File: src/rtl/sync_fifo_pkg.sv
// Shared types and sizing helpers for the single-clock FIFO.
package sync_fifo_pkg;

  typedef enum logic {
    FIFO_STD  = 1'b0,
    FIFO_FWFT = 1'b1
  } fifo_mode_e;

  localparam int DEF_DSIZE = 8;
  localparam int DEF_ASIZE = 4;

  function automatic int clog2(input int value);
    int r;
    r = 0;
    while ((1 << r) < value) r++;
    return r;
  endfunction

  function automatic int depth_of(input int asize);
    return 1 << asize;
  endfunction

  // Occupancy needs one bit more than the address to represent DEPTH itself.
  function automatic int count_width(input int asize);
    return asize + 1;
  endfunction

  localparam int DEF_DEPTH = depth_of(DEF_ASIZE);

endpackage

File: src/rtl/sync_fifo_if.sv
// Producer/consumer handshake bundle for sync_fifo_ctrl.
interface sync_fifo_if #(
  parameter int DSIZE = 8,
  parameter int ASIZE = 4
) ();
  logic             winc;
  logic [DSIZE-1:0] wdata;
  logic             wfull;
  logic             walmost_full;
  logic             rinc;
  logic [DSIZE-1:0] rdata;
  logic             rempty;
  logic             ralmost_empty;
  logic [ASIZE:0]   count;
  logic             overflow;
  logic             underflow;

  modport master (
    output winc, wdata, rinc,
    input  wfull, walmost_full, rdata, rempty, ralmost_empty, count, overflow, underflow
  );

  modport slave (
    input  winc, wdata, rinc,
    output wfull, walmost_full, rdata, rempty, ralmost_empty, count, overflow, underflow
  );
endinterface

File: src/rtl/fifomem.sv
// FIFO storage array: gated synchronous write, combinational read.
module fifomem #(
  parameter int DATASIZE = 8,
  parameter int ADDRSIZE = 4,
  parameter int DEPTH    = 1 << ADDRSIZE
) (
  input  logic                wclk,
  input  logic                wclken,
  input  logic                wfull,
  input  logic [ADDRSIZE-1:0] waddr,
  input  logic [ADDRSIZE-1:0] raddr,
  input  logic [DATASIZE-1:0] wdata,
  output logic [DATASIZE-1:0] rdata
);
  logic [DATASIZE-1:0] mem [DEPTH];

  assign rdata = mem[raddr];

  always_ff @(posedge wclk) begin
    if (wclken && !wfull) mem[waddr] <= wdata;
  end
endmodule

File: src/rtl/sync_fifo_ctrl.sv
// Single-clock FIFO controller: binary pointers, occupancy count, registered
// flags, sticky error flags and a selectable standard / first-word-fall-through read.
module sync_fifo_ctrl
  import sync_fifo_pkg::*;
#(
  parameter int DSIZE     = DEF_DSIZE,
  parameter int ASIZE     = DEF_ASIZE,
  parameter int AFULL_TH  = 12,
  parameter int AEMPTY_TH = 2,
  parameter int FWFT      = 0
) (
  input logic        clk,
  input logic        rst,
  sync_fifo_if.slave fifo
);
  localparam int DEPTH = depth_of(ASIZE);

  typedef logic [count_width(ASIZE)-1:0] count_t;

  localparam count_t DEPTH_C  = count_t'(DEPTH);
  localparam count_t AFULL_C  = count_t'(AFULL_TH);
  localparam count_t AEMPTY_C = count_t'(AEMPTY_TH);

  if (ASIZE < 1) begin : g_chk_asize
    $error("sync_fifo_ctrl: ASIZE must be at least 1");
  end
  if (AEMPTY_TH >= AFULL_TH) begin : g_chk_th_order
    $error("sync_fifo_ctrl: AEMPTY_TH must be below AFULL_TH");
  end
  if (AFULL_TH < 1 || AFULL_TH > DEPTH) begin : g_chk_afull
    $error("sync_fifo_ctrl: AFULL_TH outside 1..DEPTH");
  end
  if (AEMPTY_TH < 0 || AEMPTY_TH > DEPTH - 1) begin : g_chk_aempty
    $error("sync_fifo_ctrl: AEMPTY_TH outside 0..DEPTH-1");
  end
  if (count_width(ASIZE) != clog2(DEPTH + 1)) begin : g_chk_cnt_w
    $error("sync_fifo_ctrl: count width cannot hold DEPTH");
  end

  logic [ASIZE-1:0] waddr, raddr;
  count_t           count_q, count_next;
  logic             wfull_q, walmost_full_q, rempty_q, ralmost_empty_q;
  logic             overflow_q, underflow_q;
  logic             we, re;
  logic [DSIZE-1:0] mem_rdata;

  // Flags gate strictly: a same-cycle read never frees space for a write when full.
  assign we         = fifo.winc & ~wfull_q;
  assign re         = fifo.rinc & ~rempty_q;
  assign count_next = count_q + count_t'(we) - count_t'(re);

  always_ff @(posedge clk) begin
    if (rst) begin
      waddr           <= '0;
      raddr           <= '0;
      count_q         <= '0;
      wfull_q         <= 1'b0;
      walmost_full_q  <= 1'b0;
      rempty_q        <= 1'b1;
      ralmost_empty_q <= 1'b1;
      overflow_q      <= 1'b0;
      underflow_q     <= 1'b0;
    end else begin
      if (we) waddr <= waddr + 1'b1;
      if (re) raddr <= raddr + 1'b1;
      count_q         <= count_next;
      wfull_q         <= (count_next == DEPTH_C);
      walmost_full_q  <= (count_next >= AFULL_C);
      rempty_q        <= (count_next == '0);
      ralmost_empty_q <= (count_next <= AEMPTY_C);
      overflow_q      <= overflow_q | (fifo.winc & wfull_q);
      underflow_q     <= underflow_q | (fifo.rinc & rempty_q);
    end
  end

  fifomem #(
    .DATASIZE(DSIZE),
    .ADDRSIZE(ASIZE),
    .DEPTH   (DEPTH)
  ) u_mem (
    .wclk  (clk),
    .wclken(fifo.winc),
    .wfull (wfull_q),
    .waddr (waddr),
    .raddr (raddr),
    .wdata (fifo.wdata),
    .rdata (mem_rdata)
  );

  if (FWFT == int'(FIFO_FWFT)) begin : g_fwft
    assign fifo.rdata = mem_rdata;
  end else begin : g_std
    logic [DSIZE-1:0] rdata_q;
    always_ff @(posedge clk) begin
      if (rst)     rdata_q <= '0;
      else if (re) rdata_q <= mem_rdata;
    end
    assign fifo.rdata = rdata_q;
  end

  assign fifo.count         = count_q;
  assign fifo.wfull         = wfull_q;
  assign fifo.walmost_full  = walmost_full_q;
  assign fifo.rempty        = rempty_q;
  assign fifo.ralmost_empty = ralmost_empty_q;
  assign fifo.overflow      = overflow_q;
  assign fifo.underflow     = underflow_q;

  a_count_range : assert property (@(posedge clk) disable iff (rst) count_q <= DEPTH_C);

endmodule

File: src/flat_wrapper.sv
// flat-port wrapper written by rule: the top's interface ports become plain ports
module sync_fifo_ctrl_flat import sync_fifo_pkg::*;
#(
  parameter int DSIZE     = DEF_DSIZE,
  parameter int ASIZE     = DEF_ASIZE,
  parameter int AFULL_TH  = 12,
  parameter int AEMPTY_TH = 2,
  parameter int FWFT      = 0
)
  (clk, rst, fifo_winc, fifo_wdata, fifo_rinc, fifo_wfull, fifo_walmost_full, fifo_rdata, fifo_rempty, fifo_ralmost_empty, fifo_count, fifo_overflow, fifo_underflow);
  sync_fifo_if #(.DSIZE(DSIZE), .ASIZE(ASIZE)) fifo_i ();
  input logic clk;
  input logic rst;
  input wire logic [$bits(fifo_i.winc)-1:0] fifo_winc;
  input wire logic [$bits(fifo_i.wdata)-1:0] fifo_wdata;
  input wire logic [$bits(fifo_i.rinc)-1:0] fifo_rinc;
  output wire logic [$bits(fifo_i.wfull)-1:0] fifo_wfull;
  output wire logic [$bits(fifo_i.walmost_full)-1:0] fifo_walmost_full;
  output wire logic [$bits(fifo_i.rdata)-1:0] fifo_rdata;
  output wire logic [$bits(fifo_i.rempty)-1:0] fifo_rempty;
  output wire logic [$bits(fifo_i.ralmost_empty)-1:0] fifo_ralmost_empty;
  output wire logic [$bits(fifo_i.count)-1:0] fifo_count;
  output wire logic [$bits(fifo_i.overflow)-1:0] fifo_overflow;
  output wire logic [$bits(fifo_i.underflow)-1:0] fifo_underflow;
  assign fifo_i.winc = fifo_winc;
  assign fifo_i.wdata = fifo_wdata;
  assign fifo_i.rinc = fifo_rinc;
  assign fifo_wfull = fifo_i.wfull;
  assign fifo_walmost_full = fifo_i.walmost_full;
  assign fifo_rdata = fifo_i.rdata;
  assign fifo_rempty = fifo_i.rempty;
  assign fifo_ralmost_empty = fifo_i.ralmost_empty;
  assign fifo_count = fifo_i.count;
  assign fifo_overflow = fifo_i.overflow;
  assign fifo_underflow = fifo_i.underflow;
  sync_fifo_ctrl #(.DSIZE(DSIZE), .ASIZE(ASIZE), .AFULL_TH(AFULL_TH), .AEMPTY_TH(AEMPTY_TH), .FWFT(FWFT)) u_core (.clk(clk), .rst(rst), .fifo(fifo_i));
endmodule
File: config.mk
export PLATFORM = sky130hd
export DESIGN_NAME = sync_fifo_ctrl_flat
export DESIGN_NICKNAME = d
export VERILOG_FILES = /design/src/rtl/sync_fifo_pkg.sv /design/src/rtl/sync_fifo_if.sv /design/src/rtl/fifomem.sv /design/src/rtl/sync_fifo_ctrl.sv /design/src/flat_wrapper.sv
export SDC_FILE = /design/constraint.sdc
export NUM_CORES = 1
export LEC_CHECK = 0
export ABC_AREA = 1
export CORE_MARGIN = 1
export CORE_UTILIZATION = 50
export DETAILED_ROUTE_END_ITERATION = 7
export PLACE_DENSITY = 0.7
export SLEW_MARGIN = 15
export SYNTH_ARGS = -nofsm -noshare
export SYNTH_HDL_FRONTEND = slang
export SYNTH_SLANG_ARGS = --single-unit
File: constraint.sdc
create_clock -name clk -period 2.7 [get_ports clk]
set_input_delay 0.405 -clock clk [delete_from_list [all_inputs] [get_ports clk]]
set_output_delay 0.405 -clock clk [all_outputs]
set_load 0.01 [all_outputs]
==> results.sh, run 1 <==
export IMPL_synth_top_family_by_area="simple AND/OR/NAND/NOR gates"
export IMPL_tns_ns=0
export IMPL_crit_top_cell="nor2_1"
export IMPL_drt_iter0_drc=424
export IMPL_ctsHoldBuffers=0
export IMPL_slew_viol_final=0
export IMPL_min_to="u_core.fifo.underflow$_SDFF_PP0_"
export IMPL_cp_max_fo=3
export IMPL_hold_class="reg -> reg"
export IMPL_clk_pin_slew_ns=0.06
export IMPL_ys_ff_latch=155
export IMPL_ys_flop_type="edfxtp_1"
export IMPL_stdcell_count=826
export IMPL_hold_viol=0
export IMPL_finalCritPeriodShare_pct=78.46
export IMPL_rrSetupSlack_ns=0.64
export IMPL_coreArea_mm2=0.01262
export IMPL_grt_pass1_vias=4031
export IMPL_drv_cap=0
export IMPL_ys_types=21
export IMPL_synth_xor_area_share_pct=0.4070
export IMPL_rsz0062_at_grt="false"
export IMPL_cts_resized=0
export IMPL_cts_sinks=155
export IMPL_crit_type="in -> reg"
export IMPL_cp_required_ns=3.06
export IMPL_max_freq_mhz=472.0
export IMPL_ys_warn_count=0
export IMPL_syn_num_nets=621
export IMPL_multiInputGateArea_mm2=0.001719
export IMPL_dp_cells=794
export IMPL_clock_skew_ns=0.01163
export IMPL_synth_mux_area_share_pct=0
export IMPL_async_flop_share_pct=0
export IMPL_slowest_delay_ns=0.43
export IMPL_synth_compound_area_share_pct=1.240
export IMPL_boundaryPins=31
export IMPL_htreeDepth=4
export IMPL_rows=41
export IMPL_outcome="finished, final reports clean"
export IMPL_grt_usage_pct=22.40
export IMPL_worstSetupEndpointType="flip-flop"
export IMPL_worst_slew_pin_slew_ns=0.7210
export IMPL_seq_area_frac_synth_pct=67.91
export IMPL_synth_common_cells="nand2_1 (191), edfxtp_1 (128), nand3_1 (110)"
export IMPL_grt_max_degree=67
export IMPL_netlist_area_mm2=0.006456
export IMPL_arrival_ns=2.48
export IMPL_grt_antenna_before_repair=0
export IMPL_rr_endpoint="u_core.fifo.wfull$_SDFF_PP0_"
export IMPL_synth_area_leaders="edfxtp_1 (60%), nand2_1 (11%), nand3_1 (8.5%), dfxtp_1 (8.4%), nor2_1 (2.5%)"
export IMPL_firstDrtPassIters=5
export IMPL_cts_root_buf="clkbuf_16"
export IMPL_synth_edf_count=128
export IMPL_synthAdderAreaFrac_pct=2.248
export IMPL_power_density_mw_per_mm2=893.6
export IMPL_clk_latency_ns=0.42
export IMPL_max_slew_margin_rel_pct=51.78
export IMPL_holdCritStartpoint="u_core.fifo.underflow$_SDFF_PP0_"
export IMPL_wl_um=13660
export IMPL_fill_cells=1080
export IMPL_die_area_mm2=0.01337
export IMPL_synth_largest_area_cell="edfxtp_1"
export IMPL_vias=4379
export IMPL_drc_errors=0
export IMPL_hpwl_um=8451
export IMPL_ant_nets=0
export IMPL_fin_crit_ns=2.119
export IMPL_total_power_mw=6.711
export IMPL_grt_overflow_total=0
export IMPL_final_seq_area_mm2=0.004385
export IMPL_port_buffers=30
export IMPL_synth_top_cell_area_share_pct=59.53
export IMPL_via_per_inst=5.301
export IMPL_peakVddDrop_uv=495.3
export IMPL_cts_made_buffers=17
export IMPL_die_h_um=115.6
export IMPL_tritoncts="yes"
export IMPL_synthSimpleGateAreaFrac_pct=22.73
export IMPL_insertedDiodeCount=0
export IMPL_wl_per_cell_um=16.54
export IMPL_routabilityCongestion=0.8234
export IMPL_critical_path_top_delay_family="adder cells"
export IMPL_area_delta_synth_final_pct=16.32
export IMPL_pre_cts_ws_ns=0.1690
export IMPL_cts_setup_buffers=0
export IMPL_worst_path_buf_inv=4
export IMPL_leakage_nw=2.891
export IMPL_crit_slowest_cell="clkdlybuf4s50_1"
export IMPL_clockBufferDepth=2
export IMPL_synth_cells=598
export IMPL_grt_pass1_wl_um=21370
export IMPL_cp_depth=13
export IMPL_setup_violations=0
export IMPL_start_kind="input pin"
export IMPL_reg2reg_depth=11
export IMPL_nets=664
export IMPL_hold_depth=2
export IMPL_fin_util_pct=59.51
export IMPL_start_util_pct=51.16
export IMPL_worst_slack_ns=0.5815
export IMPL_yosys_cell_count_top_type="nand2_1"
export IMPL_die_x_um=115.6
export IMPL_avgSynthCellArea_um2=10.80
export IMPL_rr_startpoint="u_core.fifo.rempty$_SDFF_PP1_"
export IMPL_crit_chain="clkdlybuf4s50_1 > inv_2 > nor2_1 > ha_1 > inv_1 > ha_1 > fa_1 > nand3_1 > nand2_1 > xnor2_1 > nor2_1 > inv_2 > nor2_1"
export IMPL_drive_gt1_share_pct=8.869
==> state kept, by name (all words and copies together) (netlist names), 4 cells and up <==
signal,flops
u_core.fifo.rdata,8
u_core.u_mem.mem,128
u_core.fifo.count,5
u_core.raddr,4
u_core.waddr,4
==> per-layer routing <==
metal	global-route usage, %	share of wire, %	vias up	routed length [um]
li1	-	-	2111	-
met1	29.44	42	2056	5713
met2	36.33	49	187	6727
met3	4.498	6.7	25	914
met4	9.915	2.2	0	307
met5	0	0	-	0
==> layout make-up <==
type                       count  area share, %
inverter                      34          1.733
tap                          172          2.866
clock inverter                 8          1.233
multi-input combinational    380          22.89
sequential                   155          58.40
clock buffer                  24          6.415
timing repair buffer          53          6.465
==> layout by cell type, fill, tap and decap left out <==
cell             instances
nand2_1                191
edfxtp_1               128
nand3_1                110
nor2_1                  43
clkdlybuf4s50_1         30
inv_1                   27
dfxtp_1                 26
buf_4                   22
clkbuf_16               17
a21oi_1                 13
ha_1                    10
inv_2                    6
clkbuf_1                 4
o21ai_1                  3
nor3_1                   3
clkbuf_8                 3
xnor2_1                  2
nor4_1                   2
bufinv_16                2
clkinv_1                 2
clkinv_2                 2
clkinvlp_4               2
nor2_4                   1
inv_4                    1
xor2_1                   1
fa_1                     1
buf_12                   1
dfxtp_2                  1
==> where the power goes <==
| group | internal, mW | leakage [nW] | total, mW | switching [mW] |
|---|---|---|---|---|
| sequential | 2.75 | 1.38 | 2.82 | 0.0729 |
| combinational | 0.600 | 1.24 | 1.60 | 0.997 |
| clock | 1.42 | 0.275 | 2.29 | 0.866 |
| total | 4.78 | 2.89 | 6.71 | 1.94 |
==> stage by stage <==
step,hold WS (ns),instance area (um2)
global route,0.5060,7510
detailed placement,0.4588,6935
CTS,0.4721,7510
floorplan,0.4658,6456
finish,0.4681,7510
global placement,0.4546,6935
==> worst max path at each step <==
stage | start | endpoint
after floorplan | fifo_rinc | u_core.fifo.wfull$_SDFF_PP0_
after global placement | fifo_rinc | u_core.fifo.wfull$_SDFF_PP0_
after detailed placement | fifo_rinc | u_core.fifo.wfull$_SDFF_PP0_
after CTS | fifo_rinc | u_core.fifo.wfull$_SDFF_PP0_
after global routing | fifo_rinc | u_core.fifo.wfull$_SDFF_PP0_
final | fifo_rinc | u_core.fifo.wfull$_SDFF_PP0_
==> worst min-delay path: stages (launching register included) <==
cell,delay [ns]
dfxtp_1,0.32
a21oi_1,0.04
nor2_1,0.07
==> logic make-up (layout without fill, tap and decap cells) <==
family / after synthesis / count (layout)
AND/OR/NAND/NOR: 350 / 350
flip-flops: 155 / 155
buffers and inverters: 63 / 119
AO/OA/AOI/OAI: 16 / 16
adder cells (fa/ha/maj): 11 / 11
XOR/XNOR: 3 / 3
Power figures use the tool's default switching activity.
==> inputs of run 2 (changes only) <==
PLACE_DENSITY = 0.73   (was 0.7)
clock period = 1.92 ns   (was 2.7 ns; I/O delays follow)
==> run 2 against run 1 <==
  * Worst hold slack worse by 0.20 ns
  * Highest routed layer unchanged
  * Sequential share of layout area down 1.3 points
  * Final cell count rose by 1.5%
  * Largest cell class unchanged
  * Via count is 2.1% higher
  * Routed wire length rose by 3.7%
  * Critical endpoint unchanged
  * Die area is the same
  * Setup slack got worse by 0.56 ns
  * Sequential power is 42% higher
==> results.sh, run 2 (same netlist as run 1, synthesis figures left out) <==
export IMPL_wl_um=14170
export IMPL_max_slew_margin_rel_pct=51.96
export IMPL_grt_usage_pct=23.15
export IMPL_rows=41
export IMPL_wl_per_cell_um=16.91
export IMPL_min_to="u_core.fifo.underflow$_SDFF_PP0_"
export IMPL_die_h_um=115.6
export IMPL_p_clk_share_pct=33.3
export IMPL_cp_required_ns=2.29
export IMPL_design_area_mm2=0.007695
export IMPL_slowest_delay_ns=0.39
export IMPL_crit_type="reg -> reg"
export IMPL_drive_gt1_share_pct=12.91
export IMPL_worst_slew_pin_slew_ns=0.7184
export IMPL_hold_ws_ns=0.2699
export IMPL_rsz0062_at_grt="true"
export IMPL_coreArea_mm2=0.01262
export IMPL_drc_errors=0
export IMPL_area_delta_synth_final_pct=19.19
export IMPL_p_switching_mw=2.941
export IMPL_hold_depth=3
export IMPL_htreeDepth=4
export IMPL_stdcell_count=838
export IMPL_crit_slowest_cell="fa_2"
export IMPL_clockBufferDepth=2
export IMPL_holdCritStartpoint="fifo_rinc"
export IMPL_rrSetupSlack_ns=0.02
export IMPL_finalCritPeriodShare_pct=99.12
export IMPL_final_cell_mix="nand2_1 (190), edfxtp_1 (128), nand3_1 (109)"
export IMPL_p_comb_share_pct=26.2
export IMPL_firstDrtPassIters=5
export IMPL_routabilityCongestion=0.8374
export IMPL_grt_pass1_vias=4285
export IMPL_clk_latency_ns=0.43
export IMPL_multiInputGateArea_mm2=0.001788
export IMPL_arrival_ns=2.27
export IMPL_hpwl_um=9070
export IMPL_crit_chain="nor2_4 > ha_4 > inv_2 > ha_4 > fa_2 > nand3_2 > nand2_2 > xnor2_2 > nor2_2 > inv_2 > nor2_1"
export IMPL_grt_overflow_total=0
export IMPL_final_seq_area_mm2=0.004390
export IMPL_tns_ns=0
export IMPL_fin_util_pct=60.98
export IMPL_cts_root_buf="clkbuf_16"
export IMPL_rr_startpoint="u_core.fifo.rempty$_SDFF_PP1_"
export IMPL_grt_pass1_wl_um=22070
export IMPL_nets=676
export IMPL_tritoncts="yes"
export IMPL_hold_viol=0
export IMPL_boundaryPins=31
export IMPL_grt_max_degree=50
export IMPL_cts_sinks=155
export IMPL_clk_pin_slew_ns=0.06
export IMPL_fin_crit_ns=1.903
export IMPL_critical_path_top_delay_family="adder cells"
export IMPL_peakVddDrop_uv=961.1
export IMPL_hold_class="in -> reg"
export IMPL_swShare_pct=29.78
export IMPL_start_kind="flip-flop"
export IMPL_die_area_mm2=0.01337
export IMPL_cts_made_buffers=17
export IMPL_top_register="u_core.u_mem.mem"
export IMPL_drv_cap=0
export IMPL_reg2reg_depth=11
export IMPL_largest_reg_flops=128
export IMPL_grt_antenna_before_repair=0
export IMPL_dp_cells=803
export IMPL_seq_power_share_pct=40.5
export IMPL_die_x_um=115.6
export IMPL_max_freq_mhz=525.4
export IMPL_fill_cells=1016
export IMPL_drt_iter0_drc=413
export IMPL_leakage_nw=2.968
export IMPL_power_density_mw_per_mm2=1283
export IMPL_rr_endpoint="u_core.fifo.wfull$_SDFF_PP0_"
export IMPL_via_per_inst=5.335
export IMPL_ctsHoldBuffers=0
export IMPL_start_util_pct=51.16
export IMPL_final_common_cell="nand2_1"
export IMPL_worst_path_buf_inv=2
export IMPL_outcome="finished, final reports clean"
export IMPL_vias=4471
export IMPL_ant_nets=0
export IMPL_power_internal_mw=6.935
export IMPL_placed_cell_area_mm2=0.007059
export IMPL_insertedDiodeCount=0
export IMPL_clock_skew_ns=0.008649
export IMPL_worstSetupEndpointType="flip-flop"
export IMPL_slew_viol_final=0
export IMPL_cp_max_fo=3
export IMPL_port_buffers=30
export IMPL_setup_violations=0
run 2: changes by cell type in the layout (fill, tap and decap cells not counted), sizes merged:
cell / delta
clkinvlp: +1
dlygate4sd2: +1
bufinv: +1
clkinv: +3
clkdlybuf4s50: -1
clkbuf: -5
buf: +12
run 2: stage by stage:
step / total power [mW] / setup slack (ns)
after global routing: 10.33 / -0.05896
after global placement: 6.342 / -0.3740
final: 9.876 / 0.01683
after detailed placement: 6.426 / -0.4668
after CTS: 9.767 / 0.01286
after floorplan: 5.685 / 0.008163
run 2: area by class of cell:
cell class	count	share of cell area [%]
timing repair buffer	65	7.626
inverter	34	1.691
clock inverter	13	1.967
tap	172	2.797
multi-input combinational	380	23.24
sequential	155	57.06
clock buffer	19	5.626
run 2: how the worst max path moves through the flow:
stage                                         start                                   to  slack [ns]  cells past startpoint
floorplan             u_core.fifo.rempty$_SDFF_PP1_  u_core.fifo.walmost_full$_SDFF_PP0_       0.008                     12
global placement                          fifo_rinc         u_core.fifo.wfull$_SDFF_PP0_       -0.37                     13
detailed placement                        fifo_rinc         u_core.fifo.wfull$_SDFF_PP0_       -0.47                     13
CTS                 u_core.fifo.count[0]$_SDFF_PP0_         u_core.fifo.wfull$_SDFF_PP0_        0.01                     11
global route          u_core.fifo.rempty$_SDFF_PP1_         u_core.fifo.wfull$_SDFF_PP0_       -0.06                     11
finish                u_core.fifo.rempty$_SDFF_PP1_         u_core.fifo.wfull$_SDFF_PP0_        0.02                     11
run 2: per-layer routing:
metal	part of all wire (%)	wire length (um)	GRT usage (%)
met5	0	0	0
met4	2.4	343	10.43
met3	5.9	836	6.642
met2	49	6969	37.76
met1	42	6019	28.87
run 2: power groups by stage:
stage	combinational (mW)	clock, mW	sequential [mW]
5_1_grt	2.85	3.46	4.02
4_1_cts	2.44	3.33	4.00
2_1_floorplan	1.58	0	4.11
3_3_place_gp	2.28	0	4.06
3_5_place_dp	2.36	0	4.07
6_report	2.58	3.29	4.00
run 2: worst reg2reg max path, delay by kind of cell (launching register included):
| family | cells | cell delay, ns |
|---|---|---|
| flops | 1 | 0.36 |
| xor+xnor | 1 | 0.15 |
| simple gates | 5 | 0.45 |
| buf+inv | 2 | 0.09 |
| fa+ha+maj | 3 | 0.79 |
run 2: timing repair:
item,CTS,global route
gates resized for setup,5,4
setup endpoints to repair,2,3
pin swaps,4,4
hold endpoints to repair,0,0
buffers inserted,0,3
